**config.mk**
```make
export PLATFORM = sky130hd
export DESIGN_NAME = bank_burst_sequencer
export DESIGN_NICKNAME = d
export VERILOG_FILES = /design/src/rtl/dram_pkg.sv /design/src/rtl/rd_capture.sv /design/src/rtl/bank_burst_sequencer.sv
export SDC_FILE = /design/constraint.sdc
export NUM_CORES = 1
export LEC_CHECK = 0
export CORE_AREA = 2 2 184 186
export DETAILED_ROUTE_END_ITERATION = 8
export DIE_AREA = 0 0 186 188
export GPL_TIMING_DRIVEN = 0
export PLACE_DENSITY = 0.72
export RECOVER_POWER = 100
export SETUP_SLACK_MARGIN = 0.05
export SYNTH_ARGS = -nofsm -noshare
export SYNTH_HDL_FRONTEND = slang
export SYNTH_SLANG_ARGS = --single-unit
```
**constraint.sdc**
```tcl
create_clock -name clk -period 5.3 [get_ports clk]
set_input_delay 1.06 -clock clk [delete_from_list [all_inputs] [get_ports clk]]
set_output_delay 1.06 -clock clk [all_outputs]
set_load 0.02 [all_outputs]
```
**src/rtl/dram_pkg.sv**
```systemverilog
// Shared types and default geometry for the bank burst sequencer.
package dram_pkg;

    localparam int unsigned DEF_BGWIDTH   = 2;
    localparam int unsigned DEF_BAWIDTH   = 2;
    localparam int unsigned DEF_BL        = 8;
    localparam int unsigned BANKGROUPS    = 2 ** DEF_BGWIDTH;
    localparam int unsigned BANKSPERGROUP = 2 ** DEF_BAWIDTH;
    localparam int unsigned BEAT_IDX_W    = $clog2(DEF_BL);

    typedef enum logic [2:0] {
        IDLE,
        WRITE,
        READ,
        DRAIN,
        RESP
    } seq_state_t;

endpackage

```
**src/rtl/rd_capture.sv**
```systemverilog
// Delays (capture-enable, beat index) pairs so each read beat lands in its
// response slot exactly when the Chip returns it on dqout.
module rd_capture
    import dram_pkg::*;
#(
    parameter int unsigned Depth    = 1,
    parameter int unsigned IdxWidth = 3
) (
    input  logic                clk_i,
    input  logic                rst_i,
    input  logic                issue_en_i,
    input  logic [IdxWidth-1:0] issue_idx_i,
    output logic                cap_en_o,
    output logic [IdxWidth-1:0] cap_idx_o
);

    logic [Depth-1:0]    en_q, en_d;
    logic [IdxWidth-1:0] idx_q [Depth];
    logic [IdxWidth-1:0] idx_d [Depth];

    // Shift the issue tag one stage per cycle.
    always_comb begin
        en_d[0]  = issue_en_i;
        idx_d[0] = issue_idx_i;
        for (int i = 1; i < int'(Depth); i++) begin
            en_d[i]  = en_q[i-1];
            idx_d[i] = idx_q[i-1];
        end
    end

    // Pipeline registers; reset drops any in-flight capture.
    always_ff @(posedge clk_i) begin
        if (rst_i) begin
            en_q <= '0;
            for (int i = 0; i < int'(Depth); i++) begin
                idx_q[i] <= '0;
            end
        end else begin
            en_q  <= en_d;
            idx_q <= idx_d;
        end
    end

    assign cap_en_o  = en_q[Depth-1];
    assign cap_idx_o = idx_q[Depth-1];

endmodule

```
**src/rtl/bank_burst_sequencer.sv**
```systemverilog
// Expands one burst request into BL single-beat column accesses on one Chip
// bank and gathers read beats into a single BL-beat response.
module bank_burst_sequencer
    import dram_pkg::*;
#(
    parameter int unsigned BGWIDTH      = DEF_BGWIDTH,
    parameter int unsigned BAWIDTH      = DEF_BAWIDTH,
    parameter int unsigned COLWIDTH     = 10,
    parameter int unsigned CHWIDTH      = 5,
    parameter int unsigned DEVICE_WIDTH = 4,
    parameter int unsigned BL           = DEF_BL,
    parameter int unsigned RDLAT        = 1
) (
    input  logic                         clk,
    input  logic                         rst,
    input  logic                         req_valid,
    output logic                         req_ready,
    input  logic                         req_write,
    input  logic [BGWIDTH-1:0]           req_bg,
    input  logic [BAWIDTH-1:0]           req_ba,
    input  logic [CHWIDTH-1:0]           req_row,
    input  logic [COLWIDTH-1:0]          req_col,
    input  logic [BL*DEVICE_WIDTH-1:0]   req_wdata,
    output logic                         wr_done,
    output logic                         rsp_valid,
    input  logic                         rsp_ready,
    output logic [BL*DEVICE_WIDTH-1:0]   rsp_rdata,
    output logic [0:0]                   rd_o_wr [2**BGWIDTH][2**BAWIDTH],
    output logic [DEVICE_WIDTH-1:0]      dqin    [2**BGWIDTH][2**BAWIDTH],
    input  logic [DEVICE_WIDTH-1:0]      dqout   [2**BGWIDTH][2**BAWIDTH],
    output logic [CHWIDTH-1:0]           row     [2**BGWIDTH][2**BAWIDTH],
    output logic [COLWIDTH-1:0]          column  [2**BGWIDTH][2**BAWIDTH]
);

    localparam int unsigned NBG   = 2 ** BGWIDTH;
    localparam int unsigned NBA   = 2 ** BAWIDTH;
    localparam int unsigned DW    = DEVICE_WIDTH;
    localparam int unsigned IDXW  = $clog2(BL);
    localparam int unsigned BCW   = IDXW + 1;
    localparam int unsigned DRW   = $clog2(RDLAT + 1);
    localparam logic [COLWIDTH-1:0] BEAT_MASK = COLWIDTH'(BL - 1);

    seq_state_t                state_q, state_d;
    logic [BCW-1:0]            beat_q, beat_d;
    logic [DRW-1:0]            drain_q, drain_d;
    logic [BGWIDTH-1:0]        bg_q, bg_d;
    logic [BAWIDTH-1:0]        ba_q, ba_d;
    logic [CHWIDTH-1:0]        row_addr_q, row_addr_d;
    logic [COLWIDTH-1:0]       col_addr_q, col_addr_d;
    logic [BL*DW-1:0]          wdata_q, wdata_d;
    logic [BL*DW-1:0]          rdata_q, rdata_d;
    logic                      wr_done_q, wr_done_d;

    logic [0:0]                rd_o_wr_q [NBG][NBA];
    logic [0:0]                rd_o_wr_d [NBG][NBA];
    logic [DW-1:0]             dqin_q    [NBG][NBA];
    logic [DW-1:0]             dqin_d    [NBG][NBA];
    logic [CHWIDTH-1:0]        row_q     [NBG][NBA];
    logic [CHWIDTH-1:0]        row_d     [NBG][NBA];
    logic [COLWIDTH-1:0]       column_q  [NBG][NBA];
    logic [COLWIDTH-1:0]       column_d  [NBG][NBA];

    logic                      issue_en;
    logic                      cap_en;
    logic [IDXW-1:0]           cap_idx;
    logic [COLWIDTH-1:0]       beat_col;

    assign issue_en = (state_q == READ);

    rd_capture #(
        .Depth    (RDLAT),
        .IdxWidth (IDXW)
    ) u_rd_capture (
        .clk_i       (clk),
        .rst_i       (rst),
        .issue_en_i  (issue_en),
        .issue_idx_i (beat_q[IDXW-1:0]),
        .cap_en_o    (cap_en),
        .cap_idx_o   (cap_idx)
    );

    // Column of the beat about to be driven; wraps inside the BL-aligned block.
    assign beat_col = (col_addr_d & ~BEAT_MASK) |
                      ((col_addr_d + COLWIDTH'(beat_d)) & BEAT_MASK);

    // Sequencer FSM next state, request latching and read-slot capture.
    always_comb begin
        state_d    = state_q;
        beat_d     = beat_q;
        drain_d    = drain_q;
        bg_d       = bg_q;
        ba_d       = ba_q;
        row_addr_d = row_addr_q;
        col_addr_d = col_addr_q;
        wdata_d    = wdata_q;
        rdata_d    = rdata_q;
        wr_done_d  = 1'b0;

        unique case (state_q)
            IDLE: begin
                if (req_valid) begin
                    bg_d       = req_bg;
                    ba_d       = req_ba;
                    row_addr_d = req_row;
                    col_addr_d = req_col;
                    wdata_d    = req_wdata;
                    beat_d     = '0;
                    state_d    = req_write ? WRITE : READ;
                end
            end
            WRITE: begin
                if (beat_q == BCW'(BL - 1)) begin
                    beat_d    = '0;
                    wr_done_d = 1'b1;
                    state_d   = IDLE;
                end else begin
                    beat_d = beat_q + 1'b1;
                end
            end
            READ: begin
                if (beat_q == BCW'(BL - 1)) begin
                    beat_d  = '0;
                    drain_d = '0;
                    state_d = DRAIN;
                end else begin
                    beat_d = beat_q + 1'b1;
                end
            end
            DRAIN: begin
                if (drain_q == DRW'(RDLAT - 1)) begin
                    state_d = RESP;
                end else begin
                    drain_d = drain_q + 1'b1;
                end
            end
            RESP: begin
                if (rsp_ready) begin
                    state_d = IDLE;
                end
            end
            default: state_d = IDLE;
        endcase

        // Slot follows beat order, not column order.
        if (cap_en) begin
            rdata_d[int'(cap_idx) * DW +: DW] = dqout[bg_q][ba_q];
        end
    end

    // Chip port images for the next cycle: only the latched bank is ever nonzero.
    always_comb begin
        for (int g = 0; g < int'(NBG); g++) begin
            for (int b = 0; b < int'(NBA); b++) begin
                rd_o_wr_d[g][b] = '0;
                dqin_d[g][b]    = '0;
                row_d[g][b]     = '0;
                column_d[g][b]  = '0;
            end
        end
        if (state_d == WRITE || state_d == READ) begin
            rd_o_wr_d[bg_d][ba_d] = (state_d == WRITE);
            dqin_d[bg_d][ba_d]    = (state_d == WRITE) ?
                                    wdata_d[int'(beat_d[IDXW-1:0]) * DW +: DW] : '0;
            row_d[bg_d][ba_d]     = row_addr_d;
            column_d[bg_d][ba_d]  = beat_col;
        end
    end

    // State and registered Chip outputs with synchronous reset.
    always_ff @(posedge clk) begin
        if (rst) begin
            state_q    <= IDLE;
            beat_q     <= '0;
            drain_q    <= '0;
            bg_q       <= '0;
            ba_q       <= '0;
            row_addr_q <= '0;
            col_addr_q <= '0;
            wdata_q    <= '0;
            rdata_q    <= '0;
            wr_done_q  <= 1'b0;
            for (int g = 0; g < int'(NBG); g++) begin
                for (int b = 0; b < int'(NBA); b++) begin
                    rd_o_wr_q[g][b] <= '0;
                    dqin_q[g][b]    <= '0;
                    row_q[g][b]     <= '0;
                    column_q[g][b]  <= '0;
                end
            end
        end else begin
            state_q    <= state_d;
            beat_q     <= beat_d;
            drain_q    <= drain_d;
            bg_q       <= bg_d;
            ba_q       <= ba_d;
            row_addr_q <= row_addr_d;
            col_addr_q <= col_addr_d;
            wdata_q    <= wdata_d;
            rdata_q    <= rdata_d;
            wr_done_q  <= wr_done_d;
            rd_o_wr_q  <= rd_o_wr_d;
            dqin_q     <= dqin_d;
            row_q      <= row_d;
            column_q   <= column_d;
        end
    end

    assign req_ready = (state_q == IDLE);
    assign rsp_valid = (state_q == RESP);
    assign rsp_rdata = rdata_q;
    assign wr_done   = wr_done_q;
    assign rd_o_wr   = rd_o_wr_q;
    assign dqin      = dqin_q;
    assign row       = row_q;
    assign column    = column_q;

endmodule

```
Word-level counts from Yosys, hierarchy flattened
Cells that the tools add are included.
{ "totals": {"in_bits": 120, "wordCells": 165, "reg_bits": 416, "output_inout_bits": 355} }
{ "classes": {"muxes": 48, "n_reduce_logical": 9, "bitwise": 11, "shifts": 3, "order_cmp": 6, "eq_ne": 8, "addsub": 4} }
{ "op_table": {"columns": ["cell", "n"], "rows": [
  ["160-bit AND", 1],
  ["80-bit AND", 1],
  ["40-bit demux with 2-bit select", 1],
  ["64-bit AND", 1],
  ["32-bit 2-to-1 mux", 2],
  ["16-bit 2-to-1 mux", 3],
  ["20-bit demux with 2-bit select", 1],
  ["40-bit 2-to-1 mux", 1],
  ["5-bit negator with 34-bit output", 1],
  ["4-bit by 34-bit variable shift with 32-bit output (first input constant)", 1],
  ["4-bit by 34-bit indexed part select with 32-bit output", 1],
  ["16-bit binary-select mux with 2-bit select", 1],
  ["32-bit bitwise mux", 1],
  ["16-bit demux with 2-bit select", 1],
  ["32-bit by 6-bit indexed part select with 4-bit output", 1],
  ["10-bit 2-to-1 mux", 3],
  ["4-bit 2-to-1 mux", 7],
  ["10-bit demux with 2-bit select", 1],
  ["20-bit 2-to-1 mux", 1],
  ["16-bit AND", 1],
  ["4-bit demux with 2-bit select", 2],
  ["3-bit 2-to-1 mux", 5],
  ["5-bit 2-to-1 mux", 3],
  ["3-bit one-hot mux with 5 select lines", 1],
  ["other kinds (26)", 47]
]} }

Logic depth before layout (Yosys ltp)
Gate-level depths: netlist of run 1.
{ "depth": {"depth_word": 10, "depth_mapped": 13, "mapped_depth_nobuf": 10} }

Modules after synthesis
A second synthesis of run 1 with hierarchy kept.
{ "hier_totals": {"cells_unflattened": 1187, "hier_area_um2": 13170.1} }
{ "modules_own_cells": {"columns": ["module", "seq_area_each_um2", "area_each_um2", "cells_each", "instances"], "rows": [
  ["bank_burst_sequencer", 8227.9, 13065.0, 1179, 1],
  ["rd_capture", 80.1, 105.1, 8, 1]
]} }

Least setup slack after synthesis of run 1
Ideal clock, no wire load.
{ "synth_path": {"path_type": "input -> register", "from": "input req_valid", "to": "register column_q (netlist bit column[152])", "setup_slack_ns": 1.498, "n_path_buf": 5, "required_time_ns": 5.180, "setup_ns": 0.120, "stages": 12, "arrival_ns": 3.682, "cell_sequence": "nor4b_4 > buf_6 > buf_4 > buf_4 > buf_4 > mux2_2 > ha_1 > fa_1 > xnor2_1 > xnor2_1 > buf_2 > nor2_1"} }
{ "synth_between": {"elab_cells_between_ends": 30, "classes_between": "1 x add/sub; 4 x order compare; 2 x eq/ne; 14 x mux; 5 x bitwise; 4 x reduce/logical"} }
{ "synth_rtl": {"columns": ["element", "line_no", "rtl"], "rows": [
  ["from (decl)", "bank_burst_sequencer.sv:16", "input logic req_valid,"],
  ["10-bit 2-to-1 mux", "bank_burst_sequencer.sv:101", "if (req_valid) begin"],
  ["10-bit 2-to-1 mux", "bank_burst_sequencer.sv:99", "unique case (state_q)"],
  ["net col_addr_d[0]", "bank_burst_sequencer.sv:49", "logic [COLWIDTH-1:0] col_addr_q, col_addr_d;"],
  ["3-bit adder", "bank_burst_sequencer.sv:84", "((col_addr_d + COLWIDTH'(beat_d)) & BEAT_MASK);"],
  ["10-bit by 3-bit OR with 10-bit output", "bank_burst_sequencer.sv:83", "assign beat_col = (col_addr_d & ~BEAT_MASK) |"],
  ["160-bit AND (no line)", null, null],
  ["to (signal assigned)", "bank_burst_sequencer.sv:204", "column_q <= column_d;"],
  ["to (decl)", "bank_burst_sequencer.sv:60", "logic [COLWIDTH-1:0] column_q [NBG][NBA];"]
]} }
The timed path passes the listed nets, and every way through them passes these cells.
A chain may end at the register's enable or synchronous reset.

Final worst setup path of run 1
{ "layout_path": {"from": "input req_valid", "to": "register column_q (netlist bit column[142])"} }
Same word-level chain as after synthesis.

==> implementation parameters, run 1 <==
Parameter                              Value

Power and ir drop
  Clock network fraction of total power ... 43.2%
  Total leakage power ... 0.008816 uW
  Register share of total power ... 45.7%
  IR Drop Worst-Case VDD ... 0.2477 mV
  Switching Fraction ... 25.32%
  Combinational Power Share ... 11.1%
  Internal power of the cells ... 5205 uW
  Power density cells ... 355.1 mW/mm2
  Switching power of the nets ... 1765 uW
  Overall power ... 6971 uW

Floorplanning
  Initial core utilization ... 39.40%
  Width of the die ... 186 um
  Ports ... 475
  Height of the chip ... 188 um
  Core region area ... 0.03311 mm2
  Die area ... 0.03497 mm2
  Number of cell rows ... 67

Synthesis
  Cell taking the most area after synthesis ... sky130_fd_sc_hd__dfxtp_1
  Number of synthesized register bits ... 415
  Most frequently used flop master after synthesis ... sky130_fd_sc_hd__dfxtp_1
  Dominant cell by count in the synthesized netlist ... sky130_fd_sc_hd__dfxtp_1
  Share of synthesized registers carrying an async set or reset ... 0%
  Area fraction of the dominant cell type after synthesis ... 63.67%
  Number of enable-type register cells in the synthesized netlist ... 0
  Mean instance size in the synthesized netlist ... 10.83 um2
  Synth top area cells ... sky130_fd_sc_hd__dfxtp_1 (64%), sky130_fd_sc_hd__nor2_1 (9.3%), sky130_fd_sc_hd__mux2i_1 (6.6%), sky130_fd_sc_hd__mux4_2 (2.8%), sky130_fd_sc_hd__nor3_1 (2.6%)
  Sequential share of the synthesized area ... 63.67%
  Number of warnings reported in the yosys synthesis log ... 0
  Compound-cell area share of the yosys netlist ... 3.395%
  Number of nets produced by synthesis ... 1330
  Distinct cells, synth ... 53
  Post-synthesis share of cell area spent on and, or, nand and nor gates ... 17.51%
  Dominant combinational cell family by area after synthesis ... simple AND/OR/NAND/NOR gates
  Share of synthesized cell area in full adder, half adder and majority cells ... 0.5370%
  Post-Synth XOR/XNOR Area ... 0.2685%
  Cells after synthesis ... 1205
  Mux contribution to synthesized area ... 9.618%
  Top cells by count, synth ... sky130_fd_sc_hd__dfxtp_1 (415), sky130_fd_sc_hd__nor2_1 (322), sky130_fd_sc_hd__mux2i_1 (86), sky130_fd_sc_hd__nor3_1 (69), sky130_fd_sc_hd__buf_2 (32)
  Cell Area, Synth ... 0.01305 mm2

Global routing
  Pin count of the biggest net entering global routing ... 15
  Global-route total usage across every layer ... 23.42%
  Antenna violations before repair ... 7
  GRT Residual Overflow ... 0
  Number of global-route vias before repair ... 10340
  Global-route wire length before repair ... 62110 um

STA
  Post-Route Skew ... 0.02840 ns
  Minimum clock period after layout ... 4.834 ns
  Final-report hold violation count ... 0
  Fin crit share ... 91.21%
  Slew Viols, Final ... 0
  Relative slew margins ... 15.26%
  Actual slew at the worst max-slew pin ... 1.263 ns
  RSZ-0062 raised after global routing ... no
  Final worst setup slack ... 0.4656 ns
  Number of setup violations in the final report ... 0
  Max Clk Rate ... 206.9 MHz

Routing
  Number of remaining DRC errors ... 0
  Initial DRT Pass Iterations ... 4
  Post-Route WL ... 41950 um
  Detailed-route vias per instance ... 4.712
  ANT nets after route ... 0
  Per-cell routed wire length ... 19.01 um
  DRC violation total after the first TritonRoute iteration ... 498
  Vias after detailed routing ... 10400

Place
  Count of buffers inserted at the top-level ports ... 473
  Post-DP HPWL ... 31980 um
  Pre-CTS setup slack ... -0.03015 ns
  Area of placed instances ... 0.01834 mm2
  Final Wtd Congestion ... 0.8557

Clock tree
  Skew-Pair Late Insertion Delay ... 0.56 ns
  Total clock buffers created by CTS ... 42
  Post-CTS setup buffer count ... 0
  CTS tree ... done
  Reg clk slew, reported paths ... 0.06 ns
  Count of hold buffers inserted by post-cts repair ... 0
  CTS resizes ... 0
  Buffer levels on the longest clock path ... 3
  Cell chosen for the clock root ... sky130_fd_sc_hd__clkbuf_16
  Number of sinks driven by the clock tree ... 415
  Maximum level of the CTS H-tree ... 2

Run
  Reported max-cap violation count ... 0

Setup path
  Critical Path Source Type ... input pin
  Data required time of the critical path ... 5.73 ns
  WP data arrival ... 5.27 ns
  Maximum fanout along the worst path ... 10
  Class of the most critical setup path ... in2reg
  Kind of end point of the critical path ... flop

Final layout
  Filler cells ... 2749
  Final core occ ... 59.29%
  Summed area of non-filler cells in the final layout ... 0.01963 mm2
  Share of cells above drive strength 1 ... 7.745%
  Total number of nets in the final design ... 1847
  Synthesis-to-layout area growth ... 50.47%

Status
  Outcome ... completed

Min path
  Classification of the worst-slack hold path ... reg2reg
-- layout make-up --
type                       count  area [um2]  share of cell area, %
buffer                        93       422.9                  2.154
clock inverter                20       260.3                  1.326
inverter                      28       105.1                 0.5353
antenna                        3       7.507                0.03824
tap                          448       560.5                  2.855
sequential                   415        8308                  42.32
multi-input combinational    669        4043                  20.59
clock buffer                  58        1191                  6.067
timing repair buffer         473        4735                  24.12
-- cells by family (layout without fill, tap and decap cells) --
logic type,after synthesis,after routing
other cells,0,3
simple gates,507,507
buf+inv,121,672
compound gates,48,48
flops,415,415
mux,105,105
xor+xnor,4,4
fa+ha+maj,5,5
-- metal layers --
| layer | up-vias | share of wire (%) | GRT usage [%] |
|---|---|---|---|
| met5 | - | 0.11 | 0 |
| met4 | 8 | 3.4 | 8.389 |
| met3 | 91 | 7.5 | 6.564 |
| met2 | 360 | 50 | 41.29 |
| met1 | 4942 | 39 | 26.86 |
| li1 | 4998 | - | - |
-- registers in the layout, summed over array words and instances (netlist names), 5 cells and up --
name	cells
column	160
rsp_rdata	32
row_addr_q	5
row	80
wdata_q	32
col_addr_q	10
dqin	64
rd_o_wr	16
-- worst max-delay path: stages --
cell	delay [ns]
sky130_fd_sc_hd__dlygate4sd3_1	0.67
sky130_fd_sc_hd__nor4b_4	0.25
sky130_fd_sc_hd__buf_6	0.20
sky130_fd_sc_hd__buf_4	0.23
sky130_fd_sc_hd__buf_4	0.26
sky130_fd_sc_hd__buf_4	0.27
sky130_fd_sc_hd__mux2_1	0.38
sky130_fd_sc_hd__ha_1	0.20
sky130_fd_sc_hd__fa_1	0.37
sky130_fd_sc_hd__xnor2_1	0.15
sky130_fd_sc_hd__xnor2_1	0.74
sky130_fd_sc_hd__clkbuf_2	0.40
sky130_fd_sc_hd__nor2_1	0.07
-- cells in the final DEF (no fill, tap or decap), types with 4 or more instances in the layout --
master	n
sky130_fd_sc_hd__nor2b_1	12
sky130_fd_sc_hd__mux2i_1	86
sky130_fd_sc_hd__nor2_2	12
sky130_fd_sc_hd__nor3b_1	4
sky130_fd_sc_hd__a31oi_1	4
sky130_fd_sc_hd__a311oi_2	5
sky130_fd_sc_hd__clkdlybuf4s50_1	116
sky130_fd_sc_hd__and3_1	9
sky130_fd_sc_hd__a21oi_1	10
sky130_fd_sc_hd__buf_2	6
sky130_fd_sc_hd__clkbuf_8	8
sky130_fd_sc_hd__dlygate4sd3_1	357
sky130_fd_sc_hd__clkbuf_16	42
sky130_fd_sc_hd__clkinv_2	9
sky130_fd_sc_hd__or4_1	16
sky130_fd_sc_hd__clkbuf_1	78
sky130_fd_sc_hd__dfxtp_1	415
sky130_fd_sc_hd__a221oi_1	9
sky130_fd_sc_hd__a211oi_1	4
sky130_fd_sc_hd__buf_4	11
sky130_fd_sc_hd__nand3_1	11
sky130_fd_sc_hd__nand2b_1	13
sky130_fd_sc_hd__nor2_1	322
sky130_fd_sc_hd__nor3_1	69
sky130_fd_sc_hd__nand2_1	23
sky130_fd_sc_hd__inv_1	26
sky130_fd_sc_hd__mux4_2	16
sky130_fd_sc_hd__ha_1	4
-- final timing paths --
check	from	to	slack, ns	cells past startpoint
worst min register to register	beat_q[3]	wr_done	0.48	1
worst max register to register	state_q[0]	column[142]	1.03	12
worst min-delay path	beat_q[3]	wr_done	0.48	1
worst max-delay path	req_valid	column[142]	0.47	13
-- stage by stage --
| stage | std cells | hold slack [ns] | TNS, ns |
|---|---|---|---|
| after floorplan | 1205 | 0.4323 | 0 |
| after global routing | 2204 | 0.4945 | 0 |
| after detailed placement | 2126 | 0.4633 | -0.2475 |
| after CTS | 2204 | 0.4789 | 0 |
| after global placement | 2126 | 0.4525 | 0 |
| final | 2207 | 0.4758 | 0 |
-- power by group through the flow --
stage	Combinational (uW)	Clock [uW]	Sequential (uW)
6_report	772	3010	3190
5_1_grt	840	3170	3190
4_1_cts	804	3060	3190
3_5_place_dp	799	0	3260
3_3_place_gp	786	0	3260
2_1_floorplan	450	0	3280
Note: power is estimated with default switching activity, not from simulation.
==> inputs of run 2 (changes only) <==
--- a/config.mk
+++ b/config.mk
@@ -5,13 +5,14 @@
 export SDC_FILE = /design/constraint.sdc
 export NUM_CORES = 1
 export LEC_CHECK = 0
-export CORE_AREA = 2 2 184 186
+export CORE_AREA = 2 2 185 187
 export DETAILED_ROUTE_END_ITERATION = 8
-export DIE_AREA = 0 0 186 188
+export DIE_AREA = 0 0 187 189
 export GPL_TIMING_DRIVEN = 0
 export PLACE_DENSITY = 0.72
 export RECOVER_POWER = 100
 export SETUP_SLACK_MARGIN = 0.05
 export SYNTH_ARGS = -nofsm -noshare
 export SYNTH_HDL_FRONTEND = slang
+export SYNTH_HIERARCHICAL = 1
 export SYNTH_SLANG_ARGS = --single-unit
==> run 2 against run 1 <==
  * Area after synthesis rose by 0.94%
  * Fmax rose by 1.6%
  * Via count rose by 0.13%
  * Final cell count fell by 0.86%
  * Clock-buffer cell count rose by 2
  * Register-to-register slack improved by 0.29 ns
  * Combinational power fell by 2%
  * Critical path depth did not move
  * Total power fell by 0.93%
  * Flip-flop and latch count did not move
  * Highest routed layer is now met4
==> implementation parameters, run 2 <==
Parameter                              Value

Status
  Outcome ... completed

STA
  RSZ-0062 raised after global routing ... no
  Relative slew margins ... 19.00%
  Fin crit share ... 89.75%
  Post-Route Skew ... 0.02722 ns
  Slew Viols, Final ... 0
  Minimum clock period after layout ... 4.757 ns
  Max Clk Rate ... 210.2 MHz
  Final-layout setup total negative slack ... 0 ns
  Actual slew at the worst max-slew pin ... 1.207 ns
  Number of setup violations in the final report ... 0
  Hold Slack ... 0.4857 ns
  Final-report hold violation count ... 0

Floorplanning
  Number of cell rows ... 67
  Width of the die ... 187 um
  Die area ... 0.03534 mm2
  Ports ... 475
  Height of the chip ... 189 um
  Initial core utilization ... 39.57%
  Core region area ... 0.03328 mm2

Clock tree
  CTS resizes ... 0
  Reg clk slew, reported paths ... 0.06 ns
  Cell chosen for the clock root ... sky130_fd_sc_hd__clkbuf_16
  Skew-Pair Late Insertion Delay ... 0.53 ns
  Total clock buffers created by CTS ... 42
  Count of hold buffers inserted by post-cts repair ... 0
  Number of sinks driven by the clock tree ... 415
  Maximum level of the CTS H-tree ... 2
  Post-CTS setup buffer count ... 0
  CTS tree ... done
  Buffer levels on the longest clock path ... 3

Power and ir drop
  Switching power of the nets ... 1731 uW
  Clock network fraction of total power ... 42.9%
  Register share of total power ... 46.2%
  Total leakage power ... 0.008726 uW
  Combinational Power Share ... 10.9%
  Internal power of the cells ... 5175 uW
  IR Drop Worst-Case VDD ... 0.3054 mV
  Power density cells ... 351.5 mW/mm2
  Switching Fraction ... 25.06%

Global routing
  Global-route wire length before repair ... 63910 um
  Pin count of the biggest net entering global routing ... 15
  Antenna violations before repair ... 1
  Number of global-route vias before repair ... 10640
  Global-route total usage across every layer ... 23.65%
  GRT Residual Overflow ... 0

Min path
  Classification of the worst-slack hold path ... reg2reg

Routing
  Top sig layer ... met4
  Number of remaining DRC errors ... 0
  Wire length on met1 ... 16960 um
  Metal2 WL ... 21750 um
  ANT nets after route ... 0
  Initial DRT Pass Iterations ... 6
  DRC violation total after the first TritonRoute iteration ... 409
  Vias after detailed routing ... 10410
  Post-Route WL ... 43020 um
  Detailed-route vias per instance ... 4.759
  Per-cell routed wire length ... 19.66 um
  Metal3 WL ... 2848 um

Final layout
  Max FFs per register ... 160
  Synthesis-to-layout area growth ... 49.17%
  Filler cells ... 2781
  Total number of nets in the final design ... 1830
  Share of cells above drive strength 1 ... 8.400%
  Leading cell types in the layout, fill and taps excluded ... sky130_fd_sc_hd__dfxtp_1 (415), sky130_fd_sc_hd__dlygate4sd3_1 (357), sky130_fd_sc_hd__nor2_1 (335)
  Leading cell type in the layout, fill and taps excluded ... sky130_fd_sc_hd__dfxtp_1

Synthesis
  Area fraction of the dominant cell type after synthesis ... 63.08%
  Number of nets produced by synthesis ... 1312
  Sequential share of the synthesized area ... 63.08%
  Cells after synthesis ... 1187
  Cell taking the most area after synthesis ... sky130_fd_sc_hd__dfxtp_1
  Number of warnings reported in the yosys synthesis log ... 6
  Most frequently used flop master after synthesis ... sky130_fd_sc_hd__dfxtp_1
  Top cells by count, synth ... sky130_fd_sc_hd__dfxtp_1 (415), sky130_fd_sc_hd__nor2_1 (335), sky130_fd_sc_hd__mux2i_1 (83), sky130_fd_sc_hd__nor3_1 (43), sky130_fd_sc_hd__clkbuf_1 (34)
  Number of synthesized register bits ... 415
  Distinct cells, synth ... 58
  Synth top area cells ... sky130_fd_sc_hd__dfxtp_1 (63%), sky130_fd_sc_hd__nor2_1 (9.5%), sky130_fd_sc_hd__mux2i_1 (6.3%), sky130_fd_sc_hd__mux4_2 (2.7%), sky130_fd_sc_hd__nor3_2 (1.9%)
  Mean instance size in the synthesized netlist ... 11.10 um2
  Share of synthesized registers carrying an async set or reset ... 0%
  Dominant cell by count in the synthesized netlist ... sky130_fd_sc_hd__dfxtp_1
  Number of enable-type register cells in the synthesized netlist ... 0
  Cell Area, Synth ... 0.01317 mm2

Run
  Reported max-cap violation count ... 0

Setup path
  Class of the most critical setup path ... in2reg
  Critical Path Source Type ... input pin
  Maximum fanout along the worst path ... 10
  Data required time of the critical path ... 5.71 ns
  Kind of end point of the critical path ... flop
  WP data arrival ... 5.16 ns
  Crit path buf inv count ... 6
  Crit path max-delay family ... buffers and inverters
  Crit path cell chain ... dlygate4sd3_1, nor4b_1, buf_6, buf_8, buf_4, buf_4, mux2_1, ha_1, fa_1, xnor2_1, xnor2_1, buf_2, nor2_1
  Slowest stage cell on the critical path ... sky130_fd_sc_hd__xnor2_1
  Largest incremental delay on the critical path ... 0.72 ns

Place
  Final Wtd Congestion ... 0.8771
  Count of buffers inserted at the top-level ports ... 474
  Post-DP HPWL ... 32740 um
-- run 2: per-stage QoR --
stage	util, %	cells	worst slack [ns]	cell area [um2]	power, uW
after global placement	55.51	2109	0.05764	18480	4049
after CTS	59.77	2186	0.6181	19890	7010
after floorplan	-	1187	1.472	13170	3738
final	59.03	2188	0.5435	19650	6906
after detailed placement	55.51	2109	0.07031	18480	4060
after global routing	59.02	2187	0.3333	19640	7136
-- run 2: area by class of cell --
cell class	count	area, um2	share of cell area, %
Antenna cell	2	5.005	0.02547
Clock buffer	60	1229	6.254
Inverter	26	97.59	0.4968
Clock inverter	17	186.4	0.9489
Tap cell	448	560.5	2.853
Buffer	82	407.9	2.076
Sequential cell	415	8308	42.29
Timing Repair Buffer	474	4745	24.15
Multi-Input combinational cell	664	4108	20.91
-- run 2: worst register-to-register path, cell delays in order (launching register included) --
cell and delay [ns]:
sky130_fd_sc_hd__dfxtp_1 0.32, sky130_fd_sc_hd__nor4b_1 0.37, sky130_fd_sc_hd__buf_6 0.23, sky130_fd_sc_hd__buf_8 0.16
sky130_fd_sc_hd__buf_4 0.24, sky130_fd_sc_hd__buf_4 0.27, sky130_fd_sc_hd__mux2_1 0.37, sky130_fd_sc_hd__ha_1 0.20
sky130_fd_sc_hd__fa_1 0.37, sky130_fd_sc_hd__xnor2_1 0.15, sky130_fd_sc_hd__xnor2_1 0.72, sky130_fd_sc_hd__buf_2 0.40
sky130_fd_sc_hd__nor2_1 0.07
-- run 2: cells by family (layout without fill, tap and decap cells) --
family / Yosys count / in the layout / share of synthesized area [%]
simple gates: 511 / 511 / 18.85
mux: 106 / 106 / 9.871
fa+ha+maj: 5 / 5 / 0.5320
compound gates: 39 / 39 / 3.173
flops: 415 / 415 / 63.08
xor+xnor: 3 / 3 / 0.2566
buf+inv: 108 / 659 / 4.237
other cells: 0 / 2 / 0
-- run 2: path summary, 6_finish.rpt --
| kind | depth (start not counted) | from | slack (ns) | end |
|---|---|---|---|---|
| min reg2reg | 2 | wdata_q[31] | 0.49 | wdata_q[31] |
| max | 13 | req_valid | 0.54 | column[122] |
| min | 2 | wdata_q[31] | 0.49 | wdata_q[31] |
| max reg2reg | 12 | state_q[2] | 1.32 | column[122] |
-- run 2: power groups by stage --
stage	clock network, uW	logic, uW	registers [uW]
after floorplan	0	461	3280
after global placement	0	793	3260
after detailed placement	0	803	3260
after CTS	3010	808	3190
after global routing	3130	813	3190
final	2960	754	3190
-- run 2: routing by layer --
layer,vias up,track usage (%)
li1,4935,-
met1,4976,27.37
met2,416,42.81
met3,85,5.449
met4,0,8.364
met5,-,0
==> inputs of run 3 (changes only) <==
--- a/config.mk
+++ b/config.mk
@@ -5,11 +5,12 @@
 export SDC_FILE = /design/constraint.sdc
 export NUM_CORES = 1
 export LEC_CHECK = 0
-export CORE_AREA = 2 2 185 187
+export CORE_AREA = 2 2 183 185
 export DETAILED_ROUTE_END_ITERATION = 8
-export DIE_AREA = 0 0 187 189
+export DIE_AREA = 0 0 185 187
+export DONT_BUFFER_PORTS = 1
 export GPL_TIMING_DRIVEN = 0
-export PLACE_DENSITY = 0.72
+export HOLD_SLACK_MARGIN = 0.1
 export RECOVER_POWER = 100
 export SETUP_SLACK_MARGIN = 0.05
 export SYNTH_ARGS = -nofsm -noshare
==> run 3 against run 2 <==
  * Global-route usage fell by 1.9 points
  * Hold slack improved by 0.0029 ns
  * Via count fell by 18%
  * Clock power barely moved
  * Setup slack improved by 0.18 ns
  * Final area fell by 24%
  * Clock skew fell by 0.0083 ns
  * Non-clock buffer count fell by 474
  * Highest routed layer unchanged
==> implementation parameters, run 3 (synthesis gave the netlist of run 2 again) <==
Parameter                              Value

STA
  Minimum clock period after layout ... 4.580 ns
  Relative slew margins ... 19.01%
  Max Clk Rate ... 218.3 MHz
  RSZ-0062 raised after global routing ... no
  Final-report hold violation count ... 0
  Post-Route Skew ... 0.01888 ns
  Number of setup violations in the final report ... 0
  Actual slew at the worst max-slew pin ... 1.207 ns
  Fin crit share ... 86.41%
  Final-layout setup total negative slack ... 0 ns
  Slew Viols, Final ... 0

Power and ir drop
  Switching power of the nets ... 1684 uW
  Overall power ... 6752 uW
  Total leakage power ... 0.005727 uW
  Register share of total power ... 47.6%
  IR Drop Worst-Case VDD ... 0.2447 mV
  Switching Fraction ... 24.95%
  Clock network fraction of total power ... 43.5%
  Combinational Power Share ... 8.9%
  Power density cells ... 454.9 mW/mm2
  Internal power of the cells ... 5067 uW

Routing
  ANT nets after route ... 0
  Per-cell routed wire length ... 22.74 um
  Detailed-route vias per instance ... 4.971
  Number of remaining DRC errors ... 0
  Initial DRT Pass Iterations ... 5
  DRC violation total after the first TritonRoute iteration ... 492
  Vias after detailed routing ... 8510
  Post-Route WL ... 38930 um

Final layout
  Synthesis-to-layout area growth ... 12.69%
  Filler cells ... 3079
  Leading cell type in the layout, fill and taps excluded ... sky130_fd_sc_hd__dfxtp_1
  Leading cell types in the layout, fill and taps excluded ... sky130_fd_sc_hd__dfxtp_1 (415), sky130_fd_sc_hd__nor2_1 (335), sky130_fd_sc_hd__mux2i_1 (84)
  Summed area of non-filler cells in the final layout ... 0.01484 mm2
  Total number of nets in the final design ... 1355
  Share of cells above drive strength 1 ... 10.71%
  Max FFs per register ... 160

Place
  Count of buffers inserted at the top-level ports ... 0
  Area of placed instances ... 0.01373 mm2
  Final Wtd Congestion ... 0.7965
  Post-DP HPWL ... 28620 um

Min path
  Classification of the worst-slack hold path ... reg2reg
  Cell depth of the worst min-delay path ... 2
  Worst hold endpoint ... wdata_q[10]
  Startpoint of the most critical hold path ... wdata_q[10]

Global routing
  Global-route total usage across every layer ... 21.74%
  Global-route wire length before repair ... 55750 um
  Pin count of the biggest net entering global routing ... 16
  Number of global-route vias before repair ... 8454
  GRT Residual Overflow ... 0
  Antenna violations before repair ... 4

Setup path
  Startpoint of the lowest-slack register-to-register path ... state_q[2]
  Maximum fanout along the worst path ... 10
  Data required time of the critical path ... 5.70 ns
  WP data arrival ... 4.98 ns
  Class of the most critical setup path ... in2reg
  Largest incremental delay on the critical path ... 0.86 ns
  Critical Path Source Type ... input pin
  Kind of end point of the critical path ... flop
  Worst flop-to-flop path endpoint ... column[92]
  Number of cells traversed by the worst register-to-register path ... 12
  Crit path cell chain ... nor4b_1, buf_6, buf_8, buf_4, buf_4, mux2_2, ha_1, fa_1, xnor2_1, xnor2_1, clkbuf_1, nor2_1
  Reg-to-reg slack, setup ... 0.85 ns
  Slowest stage cell on the critical path ... sky130_fd_sc_hd__xnor2_1

Clock tree
  Reg clk slew, reported paths ... 0.06 ns
  CTS tree ... done
  Count of hold buffers inserted by post-cts repair ... 0
  Total clock buffers created by CTS ... 41
  Maximum level of the CTS H-tree ... 2
  Skew-Pair Late Insertion Delay ... 0.54 ns
  CTS resizes ... 0
  Number of sinks driven by the clock tree ... 415
  Buffer levels on the longest clock path ... 3
  Cell chosen for the clock root ... sky130_fd_sc_hd__clkbuf_16
  Post-CTS setup buffer count ... 0

Floorplanning
  Initial core utilization ... 40.08%
  Core region area ... 0.03286 mm2
  Ports ... 475
  Height of the chip ... 187 um
  Die area ... 0.03460 mm2
  Width of the die ... 185 um
  Number of cell rows ... 67

Run
  Reported max-cap violation count ... 0

Status
  Outcome ... completed
-- run 3: how the worst max path moves through the flow --
stage                       end  cells past startpoint  slack (ns)  startpoint
global route         column[92]                     12        0.49   req_valid
floorplan           column[122]                     12        1.47   req_valid
CTS                  column[62]                     12        1.03   req_valid
finish               column[92]                     12        0.72   req_valid
global placement     column[62]                     12        0.49   req_valid
detailed placement   column[92]                     12        0.43   req_valid
-- run 3: metrics by stage --
| stage | hold slack [ns] | worst slack [ns] | instances | utilization, % |
|---|---|---|---|---|
| detailed placement | 0.4762 | 0.4304 | 1635 | 41.78 |
| global route | 0.5111 | 0.4865 | 1712 | 45.16 |
| floorplan | 0.4494 | 1.472 | 1187 | - |
| CTS | 0.4901 | 1.027 | 1708 | 45.97 |
| global placement | 0.4625 | 0.4939 | 1635 | 41.78 |
| finish | 0.4886 | 0.7201 | 1712 | 45.16 |
-- run 3: layout make-up --
type / count / area (um2) / area share (%)
flip-flops and latches: 415 / 8308 / 55.98
multi-input cells: 664 / 4094 / 27.58
plain buffers: 82 / 396.6 / 2.672
well taps: 448 / 560.5 / 3.777
inverters: 26 / 97.59 / 0.6576
diodes: 4 / 10.01 / 0.06744
clock buffers: 58 / 1190 / 8.017
clock inverters: 15 / 185.2 / 1.248
-- run 3: metal layers --
| metal | vias up | global-route usage [%] | share of wire [%] |
|---|---|---|---|
| met5 | - | 0 | 0 |
| met4 | 0 | 6.929 | 2.6 |
| met3 | 60 | 5.354 | 7.3 |
| met2 | 388 | 37.84 | 50 |
| met1 | 4089 | 26.23 | 41 |
| li1 | 3973 | - | - |
-- run 3: worst max-delay path, delay by kind of cell --
| kind | cells | cell delay (ns) |
|---|---|---|
| XOR/XNOR | 2 | 1.01 |
| adder cells (fa/ha/maj) | 2 | 0.56 |
| buffers and inverters | 5 | 1.58 |
| multiplexers | 1 | 0.37 |
| AND/OR/NAND/NOR | 2 | 0.38 |
-- run 3: power by group through the flow --
| stage | registers [uW] | clock network, uW | logic, uW |
|---|---|---|---|
| 3_3_place_gp | 3280 | 0 | 643 |
| 5_1_grt | 3220 | 3100 | 660 |
| 4_1_cts | 3220 | 2970 | 651 |
| 2_1_floorplan | 3280 | 0 | 461 |
| 3_5_place_dp | 3280 | 0 | 650 |
| 6_report | 3210 | 2930 | 603 |
